===== config.mk =====
export PLATFORM = sky130hd
export DESIGN_NAME = afe_ro_udma_mux_if
export DESIGN_NICKNAME = d
export VERILOG_FILES = /design/src/rtl/afe_ro_pkg.sv /design/src/rtl/afe_ro_sync_fifo.sv /design/src/rtl/afe_ro_udma_mux_if.sv
export SDC_FILE = /design/constraint.sdc
export NUM_CORES = 1
export LEC_CHECK = 0
export CORE_ASPECT_RATIO = 0.7
export CORE_MARGIN = 2
export CORE_UTILIZATION = 45
export CTS_CLUSTER_DIAMETER = 40
export DETAILED_ROUTE_END_ITERATION = 10
export MAX_ROUTING_LAYER = met4
export PLACE_DENSITY = 0.79
export RECOVER_POWER = 100
export SLEW_MARGIN = 20
export SYNTH_ARGS = -nofsm -noshare
export SYNTH_HDL_FRONTEND = slang
export SYNTH_SLANG_ARGS = --single-unit

===== constraint.sdc =====
create_clock -name clk_i -period 4.25 [get_ports clk_i]
set_input_delay 0.85 -clock clk_i [delete_from_list [all_inputs] [get_ports clk_i]]
set_output_delay 0.85 -clock clk_i [all_outputs]
set_load 0.02 [all_outputs]

===== src/rtl/afe_ro_pkg.sv =====
// Shared types and width helpers for the multi-channel AFE readout to uDMA bridge.
package afe_ro_pkg;

  typedef enum logic [1:0] {
    ST_RUN   = 2'd0,
    ST_DRAIN = 2'd1,
    ST_HALT  = 2'd2
  } afe_ro_state_e;

  // Channel tag needs at least one bit even when there is a single channel.
  function automatic int ch_width(input int nb_ch);
    return (nb_ch > 1) ? $clog2(nb_ch) : 1;
  endfunction

  function automatic int txn_width(input int nb_ch, input int data_w, input int addr_w);
    return ch_width(nb_ch) + 2 + addr_w + data_w;
  endfunction

endpackage


===== src/rtl/afe_ro_sync_fifo.sv =====
// Synchronous-reset FIFO with full/empty flags and occupancy count.
module afe_ro_sync_fifo #(
  parameter int WIDTH = 8,
  parameter int DEPTH = 4
) (
  input  logic                     clk,
  input  logic                     rst_n,
  input  logic                     push,
  input  logic [WIDTH-1:0]         wdata,
  input  logic                     pop,
  output logic [WIDTH-1:0]         rdata,
  output logic                     full,
  output logic                     empty,
  output logic [$clog2(DEPTH):0]   usage
);

  localparam int AW = $clog2(DEPTH);

  logic [WIDTH-1:0] mem [DEPTH];
  logic [AW-1:0]    wptr;
  logic [AW-1:0]    rptr;
  logic [AW:0]      cnt;
  logic             do_push;
  logic             do_pop;

  assign full    = (cnt == (AW+1)'(DEPTH));
  assign empty   = (cnt == '0);
  assign usage   = cnt;
  assign do_push = push & ~full;
  assign do_pop  = pop & ~empty;
  assign rdata   = mem[rptr];

  // Pointers wrap naturally because DEPTH is a power of two.
  always_ff @(posedge clk) begin
    if (!rst_n) begin
      wptr <= '0;
      rptr <= '0;
      cnt  <= '0;
    end else begin
      if (do_push) wptr <= wptr + 1'b1;
      if (do_pop)  rptr <= rptr + 1'b1;
      unique case ({do_push, do_pop})
        2'b10:   cnt <= cnt + 1'b1;
        2'b01:   cnt <= cnt - 1'b1;
        default: cnt <= cnt;
      endcase
    end
  end

  always_ff @(posedge clk) begin
    if (do_push) mem[wptr] <= wdata;
  end

endmodule


===== src/rtl/afe_ro_udma_mux_if.sv =====
// Round-robin merge of NB_CH AFE readout channels into one tagged uDMA RX stream,
// with a shutdown sequence that stops accepting, drains the buffer and reports done.
module afe_ro_udma_mux_if
  import afe_ro_pkg::*;
#(
  parameter int NB_CH          = 4,
  parameter int L2_DATA_WIDTH  = 32,
  parameter int L2_AWIDTH_NOAL = 12,
  parameter int FIFO_DEPTH     = 4
) (
  input  logic                              clk_i,
  input  logic                              rst_ni,
  input  logic                              test_mode_i,
  input  logic [NB_CH-1:0]                  afero_valid_i,
  output logic [NB_CH-1:0]                  afero_ready_o,
  output logic [NB_CH-1:0]                  afero_buff_ce_o,
  input  logic [NB_CH*L2_DATA_WIDTH-1:0]    afero_wdata_i,
  input  logic [NB_CH*L2_AWIDTH_NOAL-1:0]   afero_addr_i,
  input  logic [NB_CH*2-1:0]                afero_size_i,
  input  logic                              udma_shtdwn_i,
  output logic                              shtdwn_done_o,
  input  logic                              udma_ready_i,
  output logic                              udma_valid_o,
  output logic [L2_DATA_WIDTH-1:0]          udma_data_o,
  output logic [L2_AWIDTH_NOAL-1:0]         udma_addr_o,
  output logic [1:0]                        udma_size_o,
  output logic [ch_width(NB_CH)-1:0]        udma_ch_o
);

  localparam int CH_W  = ch_width(NB_CH);
  localparam int TXN_W = txn_width(NB_CH, L2_DATA_WIDTH, L2_AWIDTH_NOAL);

  typedef struct packed {
    logic [CH_W-1:0]           ch;
    logic [1:0]                size;
    logic [L2_AWIDTH_NOAL-1:0] addr;
    logic [L2_DATA_WIDTH-1:0]  data;
  } afe_ro_txn_t;

  afe_ro_state_e                state_q, state_d;
  logic                         done_q;
  logic [CH_W-1:0]              rr_ptr_q;
  logic [CH_W-1:0]              gnt_idx;
  logic                         gnt_found;
  logic [NB_CH-1:0]             grant;
  logic                         accept_en;
  logic                         push, pop;
  logic                         fifo_full, fifo_empty;
  logic [$clog2(FIFO_DEPTH):0]  usage;
  logic [TXN_W-1:0]             head_raw;
  afe_ro_txn_t                  push_txn, head_txn;
  logic                         unused_bits;

  assign unused_bits = ^{test_mode_i, usage};

  // Arbiter: first requesting channel at or after the round-robin pointer.
  always_comb begin
    int idx;
    grant     = '0;
    gnt_idx   = '0;
    gnt_found = 1'b0;
    idx       = 0;
    for (int k = 0; k < NB_CH; k++) begin
      idx = int'(rr_ptr_q) + k;
      if (idx >= NB_CH) idx = idx - NB_CH;
      if (!gnt_found && afero_valid_i[idx]) begin
        gnt_found  = 1'b1;
        gnt_idx    = CH_W'(idx);
        grant[idx] = 1'b1;
      end
    end
  end

  // Gate on full rather than on udma_ready_i so a push never relies on a same-cycle pop.
  assign accept_en       = ~fifo_full & (state_q == ST_RUN) & ~udma_shtdwn_i;
  assign afero_ready_o   = grant & {NB_CH{accept_en}};
  assign afero_buff_ce_o = afero_valid_i & afero_ready_o;
  assign push            = |afero_buff_ce_o;
  assign pop             = ~fifo_empty & udma_ready_i;

  always_comb begin
    push_txn    = '0;
    push_txn.ch = gnt_idx;
    for (int i = 0; i < NB_CH; i++) begin
      if (grant[i]) begin
        push_txn.size = afero_size_i[i*2 +: 2];
        push_txn.addr = afero_addr_i[i*L2_AWIDTH_NOAL +: L2_AWIDTH_NOAL];
        push_txn.data = afero_wdata_i[i*L2_DATA_WIDTH +: L2_DATA_WIDTH];
      end
    end
  end

  always_ff @(posedge clk_i) begin
    if (!rst_ni) begin
      rr_ptr_q <= '0;
    end else if (push) begin
      rr_ptr_q <= (gnt_idx == CH_W'(NB_CH-1)) ? '0 : gnt_idx + 1'b1;
    end
  end

  afe_ro_sync_fifo #(
    .WIDTH (TXN_W),
    .DEPTH (FIFO_DEPTH)
  ) u_fifo (
    .clk   (clk_i),
    .rst_n (rst_ni),
    .push  (push),
    .wdata (push_txn),
    .pop   (pop),
    .rdata (head_raw),
    .full  (fifo_full),
    .empty (fifo_empty),
    .usage (usage)
  );

  // Stale storage never reaches the outputs once the buffer is empty.
  assign head_txn     = fifo_empty ? '0 : afe_ro_txn_t'(head_raw);
  assign udma_valid_o = ~fifo_empty;
  assign udma_data_o  = head_txn.data;
  assign udma_addr_o  = head_txn.addr;
  assign udma_size_o  = head_txn.size;
  assign udma_ch_o    = head_txn.ch;

  always_comb begin
    state_d = state_q;
    unique case (state_q)
      ST_RUN:   if (udma_shtdwn_i) state_d = ST_DRAIN;
      ST_DRAIN: begin
        if (!udma_shtdwn_i)  state_d = ST_RUN;
        else if (fifo_empty) state_d = ST_HALT;
      end
      ST_HALT:  if (!udma_shtdwn_i) state_d = ST_RUN;
      default:  state_d = ST_RUN;
    endcase
  end

  always_ff @(posedge clk_i) begin
    if (!rst_ni) begin
      state_q <= ST_RUN;
      done_q  <= 1'b0;
    end else begin
      state_q <= state_d;
      done_q  <= (state_d == ST_HALT);
    end
  end

  assign shtdwn_done_o = done_q;

endmodule


Word-level counts from Yosys, hierarchy flattened:

Memory sizes are Yosys's and may differ from the RTL's. A register that Yosys moved wholly into a read port is not among the register bits.
Index checks and enable logic that the tools add are counted.
W data, S select, Z words.

* RAM bits: 192
* output and inout bits: 58
* input bits: 193
* logic and storage cells: 116
* flip-flop bits (word level): 12
* memories kept: 1

Memory list
* u_fifo.mem: words 4, width 48, rd ports 1, clocked after memory_dff 1, wr ports 1, RTL line afe_ro_sync_fifo.sv:19 `logic [WIDTH-1:0] mem [DEPTH];`

* bitwise gates (word level): 13
* add/subtract/negate cells: 12
* order comparisons: 12
* reductions and logical operators: 14
* mux-type cells: 51
* equal/unequal tests: 7

Operators by type and width (number)
* $mux W46: 4
* $ge A32 B1 Y1 const B: 4
* $lt A32 B4 Y1 const B: 4
* $mux W32: 4
* $mux W48: 1
* $mux W2: 11
* $mux W1: 17
* $mux W4: 4
* $or A4 B4 Y4: 3
* $sub A3 B3 Y4 const B: 3
* $ge A3 B3 Y1 const B: 3
* $and A4 B4 Y4: 2
* $bmux W1 S2: 4
* $demux W1 S2: 4
* $eq A2 B2 Y1 const B: 4
* $logic_and A1 B1 Y1: 7
* $add A2 B1 Y2 const B: 3
* $add A2 B2 Y3 const B: 2
* $pmux W2 S3: 1
* $pmux W3 S2: 1
* $and A1 B1 Y1: 5
* $eq A2 B1 Y1 const B: 2
* $reduce_or A4 Y1: 1
* $sub A2 B3 Y4 const B: 1
* 10 further kinds: 14

Longest topological paths before layout:

Gate-level depths: netlist of run 1.

* depth after elaboration: 21
* depth in mapped cells: 17
* mapped depth without buffers: 15

Modules after synthesis:

From an unflattened synthesis of run 1, not the netlist that was laid out.

* cell total of the unflattened synthesis: 677
* area, all modules: 10369.9 um2

By module, submodules not included
* afe_ro_sync_fifo: times used 1, cells each 304, area an instance 7407.1 um2, sequential area each 5945.7 um2
* afe_ro_udma_mux_if: times used 1, cells each 373, area an instance 2962.8 um2, sequential area each 100.1 um2

Worst setup path before layout of run 1:

Ideal clock, no wire load.

* path kind: reg2reg
* start point: register (tool-made name)
* end point: memory u_fifo.mem[0][0] (netlist name), enable pin
* setup slack: 232 ps
* arrival time: 3608 ps
* data required time: 3839 ps
* library setup time: 411 ps
* period minus slack after synthesis: 4018 ps
* cell stages (with the launch flop): 11
* buffers on the path: 1
* cell sequence: dfxtp_1 inv_1 ha_1 or3b_1 a2111oi_2 or2b_2 a211oi_4 nor2_1 o21a_1 buf_2 and2_1

RTL lines (RTL line)
* end: declaration: afe_ro_sync_fifo.sv:19

Final worst setup path of run 1:

* start point: input port afero_valid_i[0]
* end point: output port afero_buff_ce_o[1]

* cells in the longest elaborated chain, start to end: 15
* elaborated cells on any way between the ends: 30
* classes of those cells: mux (19); bitwise (5); reduce/logical (6)

Ends and longest elaborated chain
* start: declaration: RTL line afe_ro_udma_mux_if.sv:14 `input logic [NB_CH-1:0] afero_valid_i,`
* $bmux W1 S2: RTL line afe_ro_udma_mux_if.sv:66 `if (!gnt_found && afero_valid_i[idx]) begin`
* $mux W1 (implied by the code) (2 in a row): RTL line afe_ro_udma_mux_if.sv:66
* $mux W1: RTL line afe_ro_udma_mux_if.sv:66
* $logic_not A1 Y1: RTL line afe_ro_udma_mux_if.sv:66
* $logic_and A1 B1 Y1: RTL line afe_ro_udma_mux_if.sv:66
* $mux W1: RTL line afe_ro_udma_mux_if.sv:66
* $logic_not A1 Y1: RTL line afe_ro_udma_mux_if.sv:66
* $logic_and A1 B1 Y1: RTL line afe_ro_udma_mux_if.sv:66
* $mux W1: RTL line afe_ro_udma_mux_if.sv:66
* $logic_not A1 Y1: RTL line afe_ro_udma_mux_if.sv:66
* $logic_and A1 B1 Y1: RTL line afe_ro_udma_mux_if.sv:66
* $mux W4 *: RTL line afe_ro_udma_mux_if.sv:66
* $and A4 B4 Y4 *: RTL line afe_ro_udma_mux_if.sv:76 `assign afero_ready_o = grant & {NB_CH{accept_en}};`
* $and A4 B4 Y4 *: RTL line afe_ro_udma_mux_if.sv:77 `assign afero_buff_ce_o = afero_valid_i & afero_ready_o;`
* end: declaration: RTL line afe_ro_udma_mux_if.sv:16 `output logic [NB_CH-1:0] afero_buff_ce_o,`

Every way passes the cells marked *; elsewhere a longest branch is shown, timed or not. The select of a mux whose other input is x is not followed.

==> metrics, run 1 <==
status completed; startpoint types input pin; post-layout min period ~4200 ps; initial core utilization 45.8%; max_slew headroom 17.9%; synthesis-stage register bit count approximately 200; maxcap violations 0; Nets between 1k and 1.5k; Inst Count DP ~1.2k; Sink Count 206; first-pass GRT wire length around 39 mm; peak supply drop 0.321 mV; CP cell instances clkdlybuf4s50_1 > buf_4 > nor2b_4 > mux4_2 > a32o_1 > a221o_4 > and3_1 > dlygate4sd2_1; Routed Antenna Nets 0; CTS H-tree depth 1; area of the multi-input gates 3710 sq um; Post-Syn Area 10400 sq um; DRC viols 0; final WL between 20 and 30 mm; largest net degree at the start of global routing 43; Reg clk slew, reported paths 50 ps; share of cells above drive strength 1 19.3%; share of flip-flops with an asynchronous set or reset 0%; Critical-path top delay cell clkdlybuf4s50_1; Layout fillers about 1.8k; synth unique cells 59; fmax ~240 MHz; LEAKAGE roughly 4.8 nW; die width ~190 microns; Inserted Clock Buffers 25; Setup-failing EPs final 0; most frequent cells in the layout clkdlybuf4s50_1, edfxtp_1, nor2_1, and2_1, mux4_2; # diodes 0; post-synthesis sequential area ratio between 50 and 60%; number of port buffers 249; HPWL after detailed placement 17.9 mm; grt total ovfl 0; total track usage 21.5%; per-cell routed wire length 19.5 microns; post-synthesis net count between 800 and 900; Register Area ~6000 sq um; DRT Pass-1 Iters 5; Row Count 46; CP Class input pin to output port; crit share post-route between 90% and 100%; Root Driver clkbuf_16; Mapped Avg Cell Area 15.3 sq um; share of the synthesized area in the top cell type 55.6%; layout overhead on the synthesized area 34.2%; Worst Setup End Kind output port; post-route cell area 13900 sq um; Via Count 7019; Post-synth EDFFs 192; Starting DRT DRC Count 451; Synth area leader edfxtp_1; Yosys warning total 0; core area 22600 sq um; max incr delay on CP approximately 600 ps; initial antenna violation count 0; Clock Skew 17.6 ps; fin cells 1295; DIE AREA 24300 sq um; Main synth FF type edfxtp_1; Hold WC Path Type flop to flop; Final GP Congestion 0.844; measured slew at the worst slew-check pin roughly 1200 ps; RSZ-0062 raised after global routing no; die height 131 microns; area post-placement 13600 sq um; CP Max Fanout 6; Final Hold Fails 0; Clock Path Buffers 3; worst skew pair latency 500 ps; Power Density 674 nW/um^2; Final Max Tran Viols 0; number of global-route vias before repair between 7k and 8k; vias per cell 5.42; CTS tree built; Ports 251; largest cells by area after synthesis edfxtp_1, mux4_2, a221oi_2, a211oi_2, and2_1; Critical Path AT approximately 3300 ps; Critical Path RT 3400 ps; cells after synthesis just under 700
-- cell type report --
| class | instances | area share, % |
|---|---|---|
| Sequential cell | 206 | 43.5 |
| Clock buffer | 28 | 4.58 |
| Inverter | 10 | 0.270 |
| Tap cell | 312 | 2.81 |
| Multi-Input combinational cell | 410 | 26.7 |
| Clock inverter | 16 | 0.945 |
| Timing Repair Buffer | 313 | 21.2 |
-- routing by layer --
layer | part of all wire (%) | vias to the layer above | global-route usage (%)
met1 | 44 | 3452 | 28.0
li1 | - | 3267 | -
met4 | 2.0 | 0 | 5.28
met3 | 7.9 | 34 | 5.13
met5 | 0 | - | -
met2 | 46 | 266 | 34.3
-- where the power goes --
| part | leakage [nW] | internal (mW) | switching (mW) | total, mW |
|---|---|---|---|---|
| Combinational | 2.60 | 1.84 | 2.45 | 4.28 |
| Clock | 0.376 | 1.11 | 0.823 | 1.93 |
| Sequential | 1.87 | 3.05 | 0.110 | 3.16 |
-- cell families after synthesis --
| group | count (synthesis) | synth area share, % |
|---|---|---|
| compound gates | 129 | 14.6 |
| xor+xnor | 5 | 0.423 |
| fa+ha+maj | 12 | 1.52 |
| buf+inv | 62 | 3.51 |
| flops | 206 | 58.3 |
| mux | 58 | 11.8 |
| simple gates | 206 | 9.86 |
-- registers in the layout, indices dropped and copies added (netlist names), named ones only --
signal / flops
rr_ptr_q: 1
shtdwn_done_o: 1
state_q: 2
u_fifo.mem: 192
u_fifo.rptr: 2
u_fifo.usage: 3
u_fifo.wptr: 2
-- per-stage QoR --
step	utilization [%]	total power, mW	setup slack [ps]	setup TNS [ps]	hold WS (ps)
global placement	59.9	7.90	-209	-15810	469
floorplan	-	6.28	232	0	447
detailed placement	59.9	8.01	-242	-23970	497
global route	61.5	9.92	17.9	0	550
CTS	63.4	9.97	39.2	0	510
finish	61.5	9.37	77.3	0	517
-- worst paths after layout --
path	from	slack (ps)	endpoint	cells past startpoint
worst max register to register	flop	410	u_fifo.mem[1][4]	12
worst min register to register	u_fifo.wptr[1]	520	u_fifo.wptr[1]	2
worst max-delay path	afero_valid_i[0]	80	afero_buff_ce_o[1]	8
worst min-delay path	u_fifo.wptr[1]	520	u_fifo.wptr[1]	2
-- Yosys cell counts, types with 2 or more instances --
library cell  instances
a211oi_1              7
a211oi_2             41
a21oi_1               3
a221o_1               2
a221oi_1              6
a221oi_2             40
a222oi_1              2
a22o_1                3
a32o_1                4
and2_1               61
and3_1                2
buf_1                 5
buf_12                4
buf_2                20
buf_6                 5
clkbuf_1             17
dfxtp_1              14
edfxtp_1            192
ha_1                 11
inv_1                 8
inv_2                 2
mux2_2                2
mux2i_1               5
mux4_2               51
nand2_1              17
nand2b_1              2
nand3b_1              3
nor2_1              100
nor2b_1               7
nor2b_4               2
nor3_1                2
o21a_1                2
o21ai_0               5
o21ai_1               2
or3_1                 2
xnor2_1               3
xor2_1                2
-- critical path, delay by kind of cell --
kind,cells,cell delay (ps)
muxes,1,520
and+or+nand+nor,2,210
AOI/OAI and AO/OA,2,660
buffers and inverters,3,1080
-- timing repair --
item / CTS / global route
endpoints found under the setup margin: 8 / 2
buffers inserted: 2 / 0
hold buffers: 0 / 0
pin swaps: 0 / 0
gates resized for setup: 10 / 4
Note: power is estimated with default switching activity, not from simulation.
==> run 2, diff against run 1 <==
--- a/config.mk
+++ b/config.mk
@@ -5,6 +5,7 @@
 export SDC_FILE = /design/constraint.sdc
 export NUM_CORES = 1
 export LEC_CHECK = 0
+export CAP_MARGIN = 10
 export CORE_ASPECT_RATIO = 0.7
 export CORE_MARGIN = 2
 export CORE_UTILIZATION = 45
==> results of run 2 <==
Final layout, timing and power as in run 1 (identical DEF).
==> run 3, diff against run 2 <==
--- a/config.mk
+++ b/config.mk
@@ -12,7 +12,7 @@
 export CTS_CLUSTER_DIAMETER = 40
 export DETAILED_ROUTE_END_ITERATION = 10
 export MAX_ROUTING_LAYER = met4
-export PLACE_DENSITY = 0.79
+export PLACE_DENSITY = 0.82
 export RECOVER_POWER = 100
 export SLEW_MARGIN = 20
 export SYNTH_ARGS = -nofsm -noshare
==> run 3 against run 2 <==
Net effect: wire length is 2.7% higher; combinational power is 4% lower; critical path depth is 1 higher; sequential share of layout area is 0.54 points higher; power is 1.4% lower; first-iteration DRC count is 30% lower; clock power hardly changed; die area stayed put; via count is 0.60% lower; register-to-register slack worse by 70 ps; sequential power hardly changed.
==> metrics, run 3 (synthesis results as in run 1) <==
status completed; Inserted Clock Buffers 25 (unchanged); Hold Buf Count CTS 0 (unchanged); area post-placement 13500 sq um (-0.78%); core area 22600 sq um (unchanged); crit share post-route 95.8% (-2.4 points); Ports 251 (unchanged); share of cells above drive strength 1 17.4% (-2.0 points); measured slew at the worst slew-check pin 942 ps (-288 ps); Root Driver clkbuf_16; Via Count 6977 (-0.60%); Clock Skew 26.2 ps (+8.64 ps); layout overhead on the synthesized area 32.5%; initial core utilization 45.8% (unchanged); Hold WC Path Type flop to flop; switching power 3.32 mW (-1.7%); Worst Setup Slack, final 178 ps (+100 ps); DIE AREA 24300 sq um (unchanged); per-cell routed wire length 20.1 microns (+3.2%); Final Max Tran Viols 0 (unchanged); switch share 36.0% (-0.11 points); Worst R2R End u_fifo.mem[3][25]; internal power 5.92 mW (-1.2%); Largest Register u_fifo.mem; post-route cell area 13700 sq um (-1.2%); Final GP Congestion 0.890 (+5.5%); post-layout min period 4070 ps (-100 ps); CTS tree built; worst skew pair latency 520 ps (+20 ps); Power Density 673 nW/um^2 (-0.12%); final core utilization 60.7% (-0.76 points); hold path endpoint state_q[0]; Critical Path AT 3220 ps (-100 ps); CP Class input pin to output port; CP Max Fanout 7 (+1); maxcap violations 0 (unchanged); Worst Setup End Kind output port; Clock Path Buffers 3 (unchanged); Reg clk slew, reported paths 50 ps (about the same); max_slew headroom 37.2% (+19 points); DRT Pass-1 Iters 4 (-1); most frequent cells in the layout clkdlybuf4s50_1, edfxtp_1, nor2_1, mux4_2, and2_1; Nets 1160 (-0.94%); cells on worst reg2reg path 11 (-1); Sink Count 206 (unchanged); initial antenna violation count 2 (+2); worst hold margin 497 ps (-19.9 ps); Largest register FFs 192 (unchanged); Comb power frac 44.7% (-1.0 points); Final Hold Fails 0 (unchanged); clock share of power 20.9% (+0.3 points); reg2reg setup slack 340 ps (-70 ps); final WL 25.9 mm (+2.7%); peak supply drop 0.337 mV (+5.0%); first-pass GRT wire length 39.4 mm (+2.3%); grt total ovfl 0 (unchanged); post-place setup slack -133 ps (+109 ps); Flop pwr share 34.4% (+0.7 points); Worst Hold Path Cells 1 (-1); DRC viols 0 (unchanged); largest net degree at the start of global routing 49 (+14%); Row Count 46 (unchanged); Setup-failing EPs final 0 (unchanged); CTS H-tree depth 1 (unchanged); startpoint types input pin; commonest non-fill, non-tap cell in the layout clkdlybuf4s50_1; HPWL after detailed placement 18.0 mm (+0.90%); Routed Antenna Nets 0 (unchanged); Min-Delay Startpoint state_q[1]; total track usage 21.9% (+0.44 points); Tot Pwr 9.25 mW (-1.4%); vias per cell 5.42 (about the same); RSZ-0062 raised after global routing no; number of global-route vias before repair 7234 (+0.79%); Starting DRT DRC Count 314 (-30%); Critical Path RT 3400 ps (about the same); die height 131 microns (unchanged); fmax 246 MHz (+2.5%); number of port buffers 249 (unchanged); die width 185 microns (unchanged); LEAKAGE 4.74 nW (-2.0%)
-- run 3: cell types whose count changed in the layout (fill, tap and decap cells not counted), moves of 3 or more --
cell,change
a211oi_2,-16
clkdlybuf4s50_1,+9
a211oi_1,+16
and2_1,-4
and2_0,+3
dlygate4sd3_1,-9
-- run 3: layer usage --
metal  part of all wire (%)  GRT usage, %  up-vias  routed length (microns)
met2                     48          36.8      263                    12400
li1                       -             -     3244                        -
met3                    8.3          5.43       29                     2150
met5                      0             -        -                        0
met4                    1.5          3.92        0                      382
met1                     42          27.5     3441                    10900
-- run 3: repair_timing --
item | in CTS | in global routing
gates resized for setup | 11 | 1
setup endpoints to repair | 7 | 1
pin swaps | 0 | 0
buffers inserted | 0 | 0
-- run 3: cell type report --
| class | instances | area [sq um] |
|---|---|---|
| clock inverter | 14 | 108 |
| multi-input combinational | 410 | 3610 |
| sequential | 206 | 6050 |
| fill | 1801 | 8890 |
| tap | 312 | 390 |
| timing repair buffer | 302 | 2870 |
| antenna | 2 | 5.00 |
| clock buffer | 32 | 662 |
| inverter | 10 | 37.5 |
-- run 3: worst max path at each step --
stage,slack [ps],to,startpoint,cells after the start
floorplan,230,u_fifo.mem[0][0],flop,10
global placement,-90,afero_buff_ce_o[3],afero_valid_i[2],9
CTS,30,afero_ready_o[2],afero_valid_i[2],8
finish,180,afero_buff_ce_o[3],afero_valid_i[0],9
detailed placement,-130,afero_buff_ce_o[3],afero_valid_i[2],9
global route,7,udma_data_o[31],flop,4
-- run 3: stage by stage --
step           instances  setup TNS (ps)
2_1_floorplan        678               0
3_3_place_gp        1240            -452
3_5_place_dp        1240            -727
4_1_cts             1286               0
5_1_grt             1288               0
6_report            1288               0
-- run 3: power by group through the flow --
stage | combinational [mW] | sequential [mW] | clock, mW
floorplan | 3.14 | 3.14 | 0
global placement | 4.54 | 3.21 | 0
detailed placement | 4.65 | 3.23 | 0
CTS | 4.67 | 3.19 | 1.98
global route | 4.50 | 3.21 | 2.06
finish | 4.13 | 3.18 | 1.94
-- run 3: critical path, stage by stage --
cell             delay [ps]
clkdlybuf4s50_1         410
buf_4                   170
nor2b_1                 130
mux4_2                  540
a32o_1                  320
a211oi_4                240
nor2_1                   90
and2_0                  150
dlygate4sd2_1           320
